==> src/rtl/ksa_adder_arbiter_pkg.sv <==
`default_nettype none
// +----------------------------------------------------------------------------+
// | ksa_arb_pkg : shared constants, id-width helper and result-entry type      |
// | Rev 1.0                                                                    |
// +----------------------------------------------------------------------------+
package ksa_arb_pkg;

  localparam int C_DEF_W         = 32;
  localparam int C_DEF_NREQ      = 4;
  localparam int C_DEF_RSP_DEPTH = 4;
  localparam int C_DEF_IDW       = $clog2(C_DEF_NREQ);

  function automatic int id_width(input int n);
    return (n > 1) ? $clog2(n) : 1;
  endfunction

  // Result entry at the default configuration
  typedef struct packed {
    logic [C_DEF_W:0]       sum;
    logic [C_DEF_IDW-1:0]   id;
  } rsp_entry_t;

endpackage
`default_nettype wire

==> src/rtl/ksa_adder_arbiter_if.sv <==
`default_nettype none
// +----------------------------------------------------------------------------+
// | ksa_adder_arbiter_if : requester/response bus; KSA_ARB_CIN_EN adds req_cin |
// | Rev 1.0                                                                    |
// +----------------------------------------------------------------------------+
interface ksa_adder_arbiter_if
  import ksa_arb_pkg::*;
#(
  parameter int NREQ = C_DEF_NREQ,
  parameter int W    = C_DEF_W
);
  localparam int IDW = id_width(NREQ);

  logic [NREQ-1:0]   req_valid;
  logic [NREQ-1:0]   req_ready;
  logic [NREQ*W-1:0] req_x;
  logic [NREQ*W-1:0] req_y;
`ifdef KSA_ARB_CIN_EN
  logic [NREQ-1:0]   req_cin;
`endif
  logic              rsp_valid;
  logic              rsp_ready;
  logic [W:0]        rsp_sum;
  logic [IDW-1:0]    rsp_id;

  modport master (
`ifdef KSA_ARB_CIN_EN
    output req_cin,
`endif
    output req_valid, req_x, req_y, rsp_ready,
    input  req_ready, rsp_valid, rsp_sum, rsp_id
  );

  modport slave (
`ifdef KSA_ARB_CIN_EN
    input  req_cin,
`endif
    input  req_valid, req_x, req_y, rsp_ready,
    output req_ready, rsp_valid, rsp_sum, rsp_id
  );
endinterface
`default_nettype wire

==> src/rtl/ksa_adder_arbiter_core_pipe.sv <==
`default_nettype none
// +----------------------------------------------------------------------------+
// | ksa_core_pipe : 2-stage Kogge-Stone adder (operand reg, sum reg) + id/cin  |
// | Rev 1.0                                                                    |
// +----------------------------------------------------------------------------+
module ksa_core_pipe
  import ksa_arb_pkg::*;
#(
  parameter int W   = C_DEF_W,
  parameter int IDW = C_DEF_IDW
) (
  input  logic           clk,
  input  logic           rst,
  input  logic           i_valid,
  input  logic [W-1:0]   i_x,
  input  logic [W-1:0]   i_y,
  input  logic           i_cin,
  input  logic [IDW-1:0] i_id,
  output logic           o_valid,
  output logic [W:0]     o_sum,
  output logic [IDW-1:0] o_id
);
  localparam int LV = (W > 1) ? $clog2(W) : 1;

  logic           r_v1, r_cin, r_v2;
  logic [W-1:0]   r_x, r_y;
  logic [IDW-1:0] r_id1, r_id2;
  logic [W:0]     r_sum;

  logic [W-1:0]   w_g, w_p, w_gn, w_pn, w_p0;
  logic [W:0]     w_c, w_sum;

  // Payload registers only load with a valid op; valids always follow input
  always_ff @(posedge clk or negedge rst) begin
    if (!rst) begin
      r_v1  <= 1'b0;
      r_x   <= '0;
      r_y   <= '0;
      r_cin <= 1'b0;
      r_id1 <= '0;
      r_v2  <= 1'b0;
      r_sum <= '0;
      r_id2 <= '0;
    end else begin
      r_v1 <= i_valid;
      if (i_valid) begin
        r_x   <= i_x;
        r_y   <= i_y;
        r_cin <= i_cin;
        r_id1 <= i_id;
      end
      r_v2 <= r_v1;
      if (r_v1) begin
        r_sum <= w_sum;
        r_id2 <= r_id1;
      end
    end
  end

  always_comb begin
    w_g  = r_x & r_y;
    w_p  = r_x ^ r_y;
    w_p0 = w_p;
    w_gn = '0;
    w_pn = '0;
    for (int l = 0; l < LV; l++) begin
      w_gn = w_g;
      w_pn = w_p;
      for (int i = (1 << l); i < W; i++) begin
        w_gn[i] = w_g[i] | (w_p[i] & w_g[i-(1<<l)]);
        w_pn[i] = w_p[i] & w_p[i-(1<<l)];
      end
      w_g = w_gn;
      w_p = w_pn;
    end
    // Full-span prefix terms fold the carry-in into every bit position
    w_c   = {w_g | (w_p & {W{r_cin}}), r_cin};
    w_sum = {w_c[W], w_p0 ^ w_c[W-1:0]};
  end

  assign o_valid = r_v2;
  assign o_sum   = r_sum;
  assign o_id    = r_id2;

endmodule
`default_nettype wire

==> src/rtl/ksa_adder_arbiter.sv <==
`default_nettype none
// +----------------------------------------------------------------------------+
// | ksa_adder_arbiter : round-robin shared KSA adder with credit-guarded FIFO  |
// | Optional macro KSA_ARB_CIN_EN enables per-requester carry-in.  Rev 1.0     |
// +----------------------------------------------------------------------------+
module ksa_adder_arbiter
  import ksa_arb_pkg::*;
#(
  parameter int NREQ      = C_DEF_NREQ,
  parameter int W         = C_DEF_W,
  parameter int RSP_DEPTH = C_DEF_RSP_DEPTH
) (
  input  logic               clk,
  input  logic               rst,
  ksa_adder_arbiter_if.slave bus
);
  localparam int IDW = id_width(NREQ);
  localparam int CW  = $clog2(RSP_DEPTH + 1);
  localparam int PW  = id_width(RSP_DEPTH);

  logic [IDW-1:0] r_last;
  logic [CW-1:0]  r_used, r_occ;
  logic [PW-1:0]  r_wr, r_rd;
  logic [W:0]     r_mem_sum [RSP_DEPTH];
  logic [IDW-1:0] r_mem_id  [RSP_DEPTH];

  logic           w_hi_any, w_lo_any, w_fire, w_pop, w_push, w_cin, w_rsp_valid;
  logic [IDW-1:0] w_hi_idx, w_lo_idx, w_idx, w_core_id;
  logic [W-1:0]   w_x, w_y;
  logic [W:0]     w_core_sum;

  // Prefer the lowest valid index above the last grant, else wrap to lowest
  always_comb begin
    w_hi_any = 1'b0;
    w_lo_any = 1'b0;
    w_hi_idx = '0;
    w_lo_idx = '0;
    for (int i = 0; i < NREQ; i++) begin
      if (bus.req_valid[i] && !w_lo_any) begin
        w_lo_any = 1'b1;
        w_lo_idx = IDW'(i);
      end
      if (bus.req_valid[i] && !w_hi_any && (IDW'(i) > r_last)) begin
        w_hi_any = 1'b1;
        w_hi_idx = IDW'(i);
      end
    end
  end

  assign w_idx         = w_hi_any ? w_hi_idx : w_lo_idx;
  assign w_fire        = rst && w_lo_any && (r_used < CW'(RSP_DEPTH));
  assign bus.req_ready = w_fire ? (NREQ'(1) << w_idx) : '0;

  always_comb begin
    w_x   = '0;
    w_y   = '0;
    w_cin = 1'b0;
    for (int i = 0; i < NREQ; i++) begin
      if (w_idx == IDW'(i)) begin
        w_x = bus.req_x[i*W +: W];
        w_y = bus.req_y[i*W +: W];
`ifdef KSA_ARB_CIN_EN
        w_cin = bus.req_cin[i];
`endif
      end
    end
  end

  ksa_core_pipe #(
    .W   (W),
    .IDW (IDW)
  ) u_core (
    .clk     (clk),
    .rst     (rst),
    .i_valid (w_fire),
    .i_x     (w_x),
    .i_y     (w_y),
    .i_cin   (w_cin),
    .i_id    (w_idx),
    .o_valid (w_push),
    .o_sum   (w_core_sum),
    .o_id    (w_core_id)
  );

  assign w_rsp_valid   = (r_occ != '0);
  assign w_pop         = w_rsp_valid && bus.rsp_ready;
  assign bus.rsp_valid = w_rsp_valid;
  assign bus.rsp_sum   = w_rsp_valid ? r_mem_sum[r_rd] : '0;
  assign bus.rsp_id    = w_rsp_valid ? r_mem_id[r_rd]  : '0;

  // r_used spans in-flight plus queued ops, so a push always finds room
  always_ff @(posedge clk or negedge rst) begin
    if (!rst) begin
      r_last <= IDW'(NREQ - 1);
      r_used <= '0;
      r_occ  <= '0;
      r_wr   <= '0;
      r_rd   <= '0;
    end else begin
      if (w_fire) begin
        r_last <= w_idx;
      end
      r_used <= r_used + CW'(w_fire) - CW'(w_pop);
      r_occ  <= r_occ  + CW'(w_push) - CW'(w_pop);
      if (w_push) begin
        r_wr <= (r_wr == PW'(RSP_DEPTH - 1)) ? '0 : r_wr + PW'(1);
      end
      if (w_pop) begin
        r_rd <= (r_rd == PW'(RSP_DEPTH - 1)) ? '0 : r_rd + PW'(1);
      end
    end
  end

  always_ff @(posedge clk) begin
    if (w_push) begin
      r_mem_sum[r_wr] <= w_core_sum;
      r_mem_id[r_wr]  <= w_core_id;
    end
  end

endmodule
`default_nettype wire

==> src/flat_wrapper.sv <==
// flat-port wrapper written by rule: the top's interface ports become plain ports
module ksa_adder_arbiter_flat import ksa_arb_pkg::*;
#(
  parameter int NREQ      = C_DEF_NREQ,
  parameter int W         = C_DEF_W,
  parameter int RSP_DEPTH = C_DEF_RSP_DEPTH
)
  (clk, rst, bus_req_valid, bus_req_x, bus_req_y, bus_rsp_ready, bus_req_ready, bus_rsp_valid, bus_rsp_sum, bus_rsp_id);
  ksa_adder_arbiter_if #(.NREQ(NREQ), .W(W)) bus_i ();
  input  logic clk;
  input  logic rst;
  input wire logic [$bits(bus_i.req_valid)-1:0] bus_req_valid;
  input wire logic [$bits(bus_i.req_x)-1:0] bus_req_x;
  input wire logic [$bits(bus_i.req_y)-1:0] bus_req_y;
  input wire logic [$bits(bus_i.rsp_ready)-1:0] bus_rsp_ready;
  output wire logic [$bits(bus_i.req_ready)-1:0] bus_req_ready;
  output wire logic [$bits(bus_i.rsp_valid)-1:0] bus_rsp_valid;
  output wire logic [$bits(bus_i.rsp_sum)-1:0] bus_rsp_sum;
  output wire logic [$bits(bus_i.rsp_id)-1:0] bus_rsp_id;
  assign bus_i.req_valid = bus_req_valid;
  assign bus_i.req_x = bus_req_x;
  assign bus_i.req_y = bus_req_y;
  assign bus_i.rsp_ready = bus_rsp_ready;
  assign bus_req_ready = bus_i.req_ready;
  assign bus_rsp_valid = bus_i.rsp_valid;
  assign bus_rsp_sum = bus_i.rsp_sum;
  assign bus_rsp_id = bus_i.rsp_id;
  ksa_adder_arbiter #(.NREQ(NREQ), .W(W), .RSP_DEPTH(RSP_DEPTH)) u_core (.clk(clk), .rst(rst), .bus(bus_i));
endmodule
==> config.mk <==
export PLATFORM = sky130hd
export DESIGN_NAME = ksa_adder_arbiter_flat
export DESIGN_NICKNAME = d
export VERILOG_FILES = /design/src/rtl/ksa_adder_arbiter_pkg.sv /design/src/rtl/ksa_adder_arbiter_if.sv /design/src/rtl/ksa_adder_arbiter_core_pipe.sv /design/src/rtl/ksa_adder_arbiter.sv /design/src/flat_wrapper.sv
export SDC_FILE = /design/constraint.sdc
export NUM_CORES = 1
export LEC_CHECK = 0
export ABC_AREA = 1
export BUFFER_PORTS_ARGS = -buffer_cell sky130_fd_sc_hd__clkbuf_2
export CELL_PAD_IN_SITES_DETAIL_PLACEMENT = 2
export CELL_PAD_IN_SITES_GLOBAL_PLACEMENT = 2
export CORE_MARGIN = 2
export CORE_UTILIZATION = 34
export DETAILED_ROUTE_END_ITERATION = 10
export GPL_ROUTABILITY_DRIVEN = 1
export PLACE_DENSITY = 0.88
export SETUP_SLACK_MARGIN = 0.05
export SYNTH_ARGS = -nofsm -noshare
export SYNTH_HDL_FRONTEND = slang
export SYNTH_SLANG_ARGS = --single-unit
==> constraint.sdc <==
create_clock -name clk -period 3.1 [get_ports clk]
set_input_delay 0.155 -clock clk [delete_from_list [all_inputs] [get_ports clk]]
set_output_delay 0.155 -clock clk [all_outputs]
set_load 0.01 [all_outputs]
==> results.env <==
POST_SYNTH_INSTANCE_AREA_SQ_MM=0.0144
MAXIMUM_NUMBER_OF_BUFFERS_FROM_CLOCK_ROOT_TO_SINK=3
FINALSETUPVIOLATIONS=27
YOSYS_WARNINGS=0
DRT-INITIAL-DRC-COUNT=1668
CTS_BUFFER_COUNT=29
GRT_ANTENNA_BEFORE_REPAIR=26
CLOCK_SKEW_NS=0.0506
REMAINING_DRC_ERRORS=0
POSTSYNTH.ASYNCRESETSHARE_PCT=45.1
INSERTION_DELAY_NS=0.58
MOST_COMMON_CELL_AFTER_LAYOUT_FILL_AND_TAPS_ASIDE='sky130_fd_sc_hd__nand2_1'
DRT_PASS1_ITERATIONS=6
MAX_SLEW.WORST_PIN.SLEW_NS=1.12
FINAL_CELLS=2887
MAXSLEWVIOLCOUNT=0
MULTIINPUTGATEAREA_SQ_MM=0.00623
CRIT_TOP_CELL='sky130_fd_sc_hd__nand2_1'
FILL_CELLS=4684
CLOCK_TREE_FROM_TRITONCTS='yes'
FAILED_CHECKS='setup timing'
POWER.LEAKAGE_nW=9.51
CTS.HTREE.LEVELS=1
NUMBER_OF_GLOBAL_ROUTE_VIAS_BEFORE_REPAIR=17941
PWR-SHARE-CLK_PCT=17.2
GRT_BUSIEST_LAYER='met2'
GR-TOTAL-OVERFLOW=0
FMAXACHIEVABLE_GHz=0.298
GLOBAL_ROUTE_WIRE_LENGTH_BEFORE_REPAIR_UM=114000
SYNTH_EDF_COUNT=140
COMBINATIONALPOWERSHARE_PCT=55.0
MIN-DELAY-PATH-CLASS='in -> reg'
CPMAXSTAGEDELAYCELL='sky130_fd_sc_hd__dlygate4sd3_1'
SYNTHTOLAYOUTAREAGROWTH_PCT=33.9
SWITCHING_POWER_mW=11.1
VIASPERCELL=5.83
DESIGN.FINAL.NETS=2612
CRIT_PATH_CELL_TRACE='inv_1 > nand2_1 > a21oi_2 > inv_2 > nand2_2 > nand2_8 > nor2_4 > nand2_1 > nand3_1 > dlygate4sd3_1 > nand2_1 > nand2_1'
CLK_PIN_SLEW_NS=0.09
SYNTH.NET_COUNT=2162
AREA.SEQUENTIAL_SQ_MM=0.00709
DRT-TOTAL-WL_UM=86300
SEQUENTIALPOWERSHARE_PCT=27.8
LARGEST_NET_DEGREE_AT_THE_START_OF_GLOBAL_ROUTING=73
STATUS='finished, violations left'
WP_BUF_INV=3
IR_WORST_VDD_mV=0.537
CRIT_TYPE='reg -> reg'
YS_SEQ_ELEMENTS=255
POWER.SHARE.SWITCHING_PCT=51.1
COMMONEST_CELLS_AFTER_ROUTING_FILL_AND_TAPS_ASIDE='553 x sky130_fd_sc_hd__nand2_1, 301 x sky130_fd_sc_hd__clkbuf_2, 201 x sky130_fd_sc_hd__inv_1'
CRITICAL_PATH.MAX_FANOUT=16
PERIOD_SHARE_PCT=108
POST-ROUTE-WORST-SETUP-SLACK_NS=-0.251
GRT_SETUP_UNREPAIRED='yes'
FP.DIEW_UM=210
WORST_CASE_HEADROOM_TO_THE_MAX_SLEW_LIMIT_PCT=25.2
POWER_REPORT.INTERNAL_TOTAL_mW=10.6
CRITPATHARRIVALTIME_NS=3.81
CP-START-KIND='flip-flop'
NUMBER_OF_I_O_PORT_BUFFERS=302
CRITICAL_PATH.TOP_DELAY_FAMILY='simple AND/OR/NAND/NOR gates'
DRIVE_GT1_SHARE_PCT=17.3
ROWS=75
POWERDENSITY_mW_PER_MM2=1120
HOLD_VIOLATIONS=0
CP.REQUIRED_NS=3.56
ROUTE.VIAS.TOTAL=16827
SYNTH.DISTINCT_CELLS=37
DRV.MAX_CAP_VIOLATION_COUNT=0
CTS.SINK_COUNT=255
POSTSYNTHCELLCOUNT=1855
CRITPATHCAPTURETYPE='flip-flop'
DIEAREA_SQ_MM=0.0441
HPWL_UM=43300
ROUTING_USAGE_ON_MET2_PCT=59.0
START_UTIL_PCT=34.4
DESIGN.CORE.AREA_SQ_MM=0.0419
DESIGN.PORTCOUNT=303
CPPEAKSTAGEDELAY_NS=0.64
CLOCKROOTBUFFER='sky130_fd_sc_hd__clkbuf_16'
ROUTE.DETAILED.WL_PER_INST_UM=29.9
AVG_SYNTHESIZED_CELL_AREA_SQ_UM=7.77
LAYOUT_MIN_CYCLE_TIME_NS=3.35
USE_MET3_PCT=6.69
GRT.TOTAL_USAGE_PCT=34.0
SETUP-TNS-FINAL_NS=-1.98
USE_MET1_PCT=42.9
SYNTH_SEQ_AREA_SHARE_PCT=49.1
YS.FLOP_TYPE='sky130_fd_sc_hd__edfxtp_1'
DIE_H_UM=210
FINAL_ANTENNA_NET_COUNT=0
POST-PLACE-CELLS=2638
ROUTABILITYCONGESTION=0.889
metrics by stage:
stage | setup slack [ns] | utilization, % | power (mW) | hold WS, ns | instance area [sq um]
CTS | 0.0701 | 45.5 | 19.4 | 0.00187 | 19100
global placement | 0.605 | 39.2 | 14.5 | 0.392 | 16400
global route | -0.221 | 46.0 | 22.5 | 0.0842 | 19300
finish | -0.251 | 46.0 | 21.7 | 0.0662 | 19300
floorplan | 0.864 | - | 11.7 | -0.141 | 14400
detailed placement | 0.449 | 39.2 | 15.2 | 0.404 | 16400
cells in the mapped netlist, types with 3 or more instances:
| cell | instances | share of area, % |
|---|---|---|
| sky130_fd_sc_hd__clkbuf_1 | 46 | 1.2 |
| sky130_fd_sc_hd__xnor2_1 | 14 | 0.85 |
| sky130_fd_sc_hd__and2_1 | 6 | 0.26 |
| sky130_fd_sc_hd__or2_2 | 3 | 0.13 |
| sky130_fd_sc_hd__o21bai_1 | 5 | 0.26 |
| sky130_fd_sc_hd__dfrtp_1 | 113 | 20 |
| sky130_fd_sc_hd__o21ai_0 | 174 | 6.0 |
| sky130_fd_sc_hd__o21ai_1 | 42 | 1.5 |
| sky130_fd_sc_hd__a21oi_1 | 62 | 2.2 |
| sky130_fd_sc_hd__nand3_1 | 180 | 6.2 |
| sky130_fd_sc_hd__nand4_1 | 10 | 0.43 |
| sky130_fd_sc_hd__inv_2 | 4 | 0.10 |
| sky130_fd_sc_hd__buf_6 | 8 | 0.62 |
| sky130_fd_sc_hd__buf_2 | 22 | 0.76 |
| sky130_fd_sc_hd__nand2_1 | 553 | 14 |
| sky130_fd_sc_hd__edfxtp_1 | 140 | 29 |
| sky130_fd_sc_hd__fa_1 | 3 | 0.42 |
| sky130_fd_sc_hd__buf_4 | 7 | 0.36 |
| sky130_fd_sc_hd__inv_1 | 201 | 5.2 |
| sky130_fd_sc_hd__nor3_1 | 9 | 0.31 |
| sky130_fd_sc_hd__ha_1 | 41 | 3.6 |
| sky130_fd_sc_hd__nor2_1 | 191 | 5.0 |
layout make-up:
cell class / instances / area share [%]
tap: 539 / 3.49
multi-input combinational: 1312 / 32.3
timing repair buffer: 501 / 18.1
antenna: 21 / 0.272
clock buffer: 37 / 4.07
sequential: 255 / 36.7
inverter: 206 / 4.05
clock inverter: 16 / 1.04
flip-flops by register name (all words and copies together), names as in the netlist:
signal and flops:
u_core.r_mem_sum 132, u_core.u_core.o_sum 33, u_core.u_core.r_x 32, u_core.u_core.r_y 32, u_core.r_mem_id 8, u_core.r_occ 3, u_core.r_used 3, u_core.r_last 2
u_core.r_rd 2, u_core.r_wr 2, u_core.u_core.o_id 2, u_core.u_core.r_id1 2, u_core.u_core.o_valid 1, u_core.u_core.r_v1 1
per-layer routing:
metal,up-vias,part of all wire [%]
li1,6944,-
met1,8425,38
met3,359,8.0
met5,-,0.093
met4,12,5.8
met2,1087,48
path summary, 6_finish.rpt:
path	from	to	slack [ns]	cells after the start
min in group asynchronous	rst	u_core.u_core.r_y[0]	0.34	3
min	bus_rsp_ready	u_core.r_rd[1]	0.07	5
max in group asynchronous	rst	u_core.u_core.r_y[6]	1.33	4
min reg2reg	u_core.u_core.o_sum[29]	u_core.r_mem_sum[0][29]	0.53	0
max	u_core.r_last[1]	u_core.u_core.r_y[29]	-0.25	12
max reg2reg	u_core.r_last[1]	u_core.u_core.r_y[29]	-0.25	12
power by group through the flow:
stage	registers, mW	logic [mW]	clock network [mW]
after floorplan	5.37	6.29	0
after global placement	5.67	8.78	0
after detailed placement	5.82	9.34	0
after CTS	5.79	9.97	3.65
after global routing	6.07	12.6	3.85
final	6.04	11.9	3.73
worst reg2reg max path, cell delays in order, from the launching register on:
cell and delay, ns:
sky130_fd_sc_hd__dfstp_2 0.40, sky130_fd_sc_hd__inv_1 0.13, sky130_fd_sc_hd__nand2_1 0.17, sky130_fd_sc_hd__a21oi_2 0.25, sky130_fd_sc_hd__inv_2 0.07, sky130_fd_sc_hd__nand2_2 0.16, sky130_fd_sc_hd__nand2_8 0.16, sky130_fd_sc_hd__nor2_4 0.64
sky130_fd_sc_hd__nand2_1 0.18, sky130_fd_sc_hd__nand3_1 0.20, sky130_fd_sc_hd__dlygate4sd3_1 0.64, sky130_fd_sc_hd__nand2_1 0.08, sky130_fd_sc_hd__nand2_1 0.16
logic make-up after synthesis:
| kind of cell | synth area share, % |
|---|---|
| flip-flops | 49.1 |
| AO/OA/AOI/OAI | 10.2 |
| XOR/XNOR | 0.911 |
| buffers and inverters | 8.40 |
| AND/OR/NAND/NOR | 27.4 |
| adder cells (fa/ha/maj) | 3.97 |
what timing repair did:
item	CTS	global route
hold endpoints to repair	124	0
resized for setup	0	19
endpoints found under the setup margin	0	44
hold buffers	167	0
setup buffers	0	4
(Power assumes the default switching activity.)
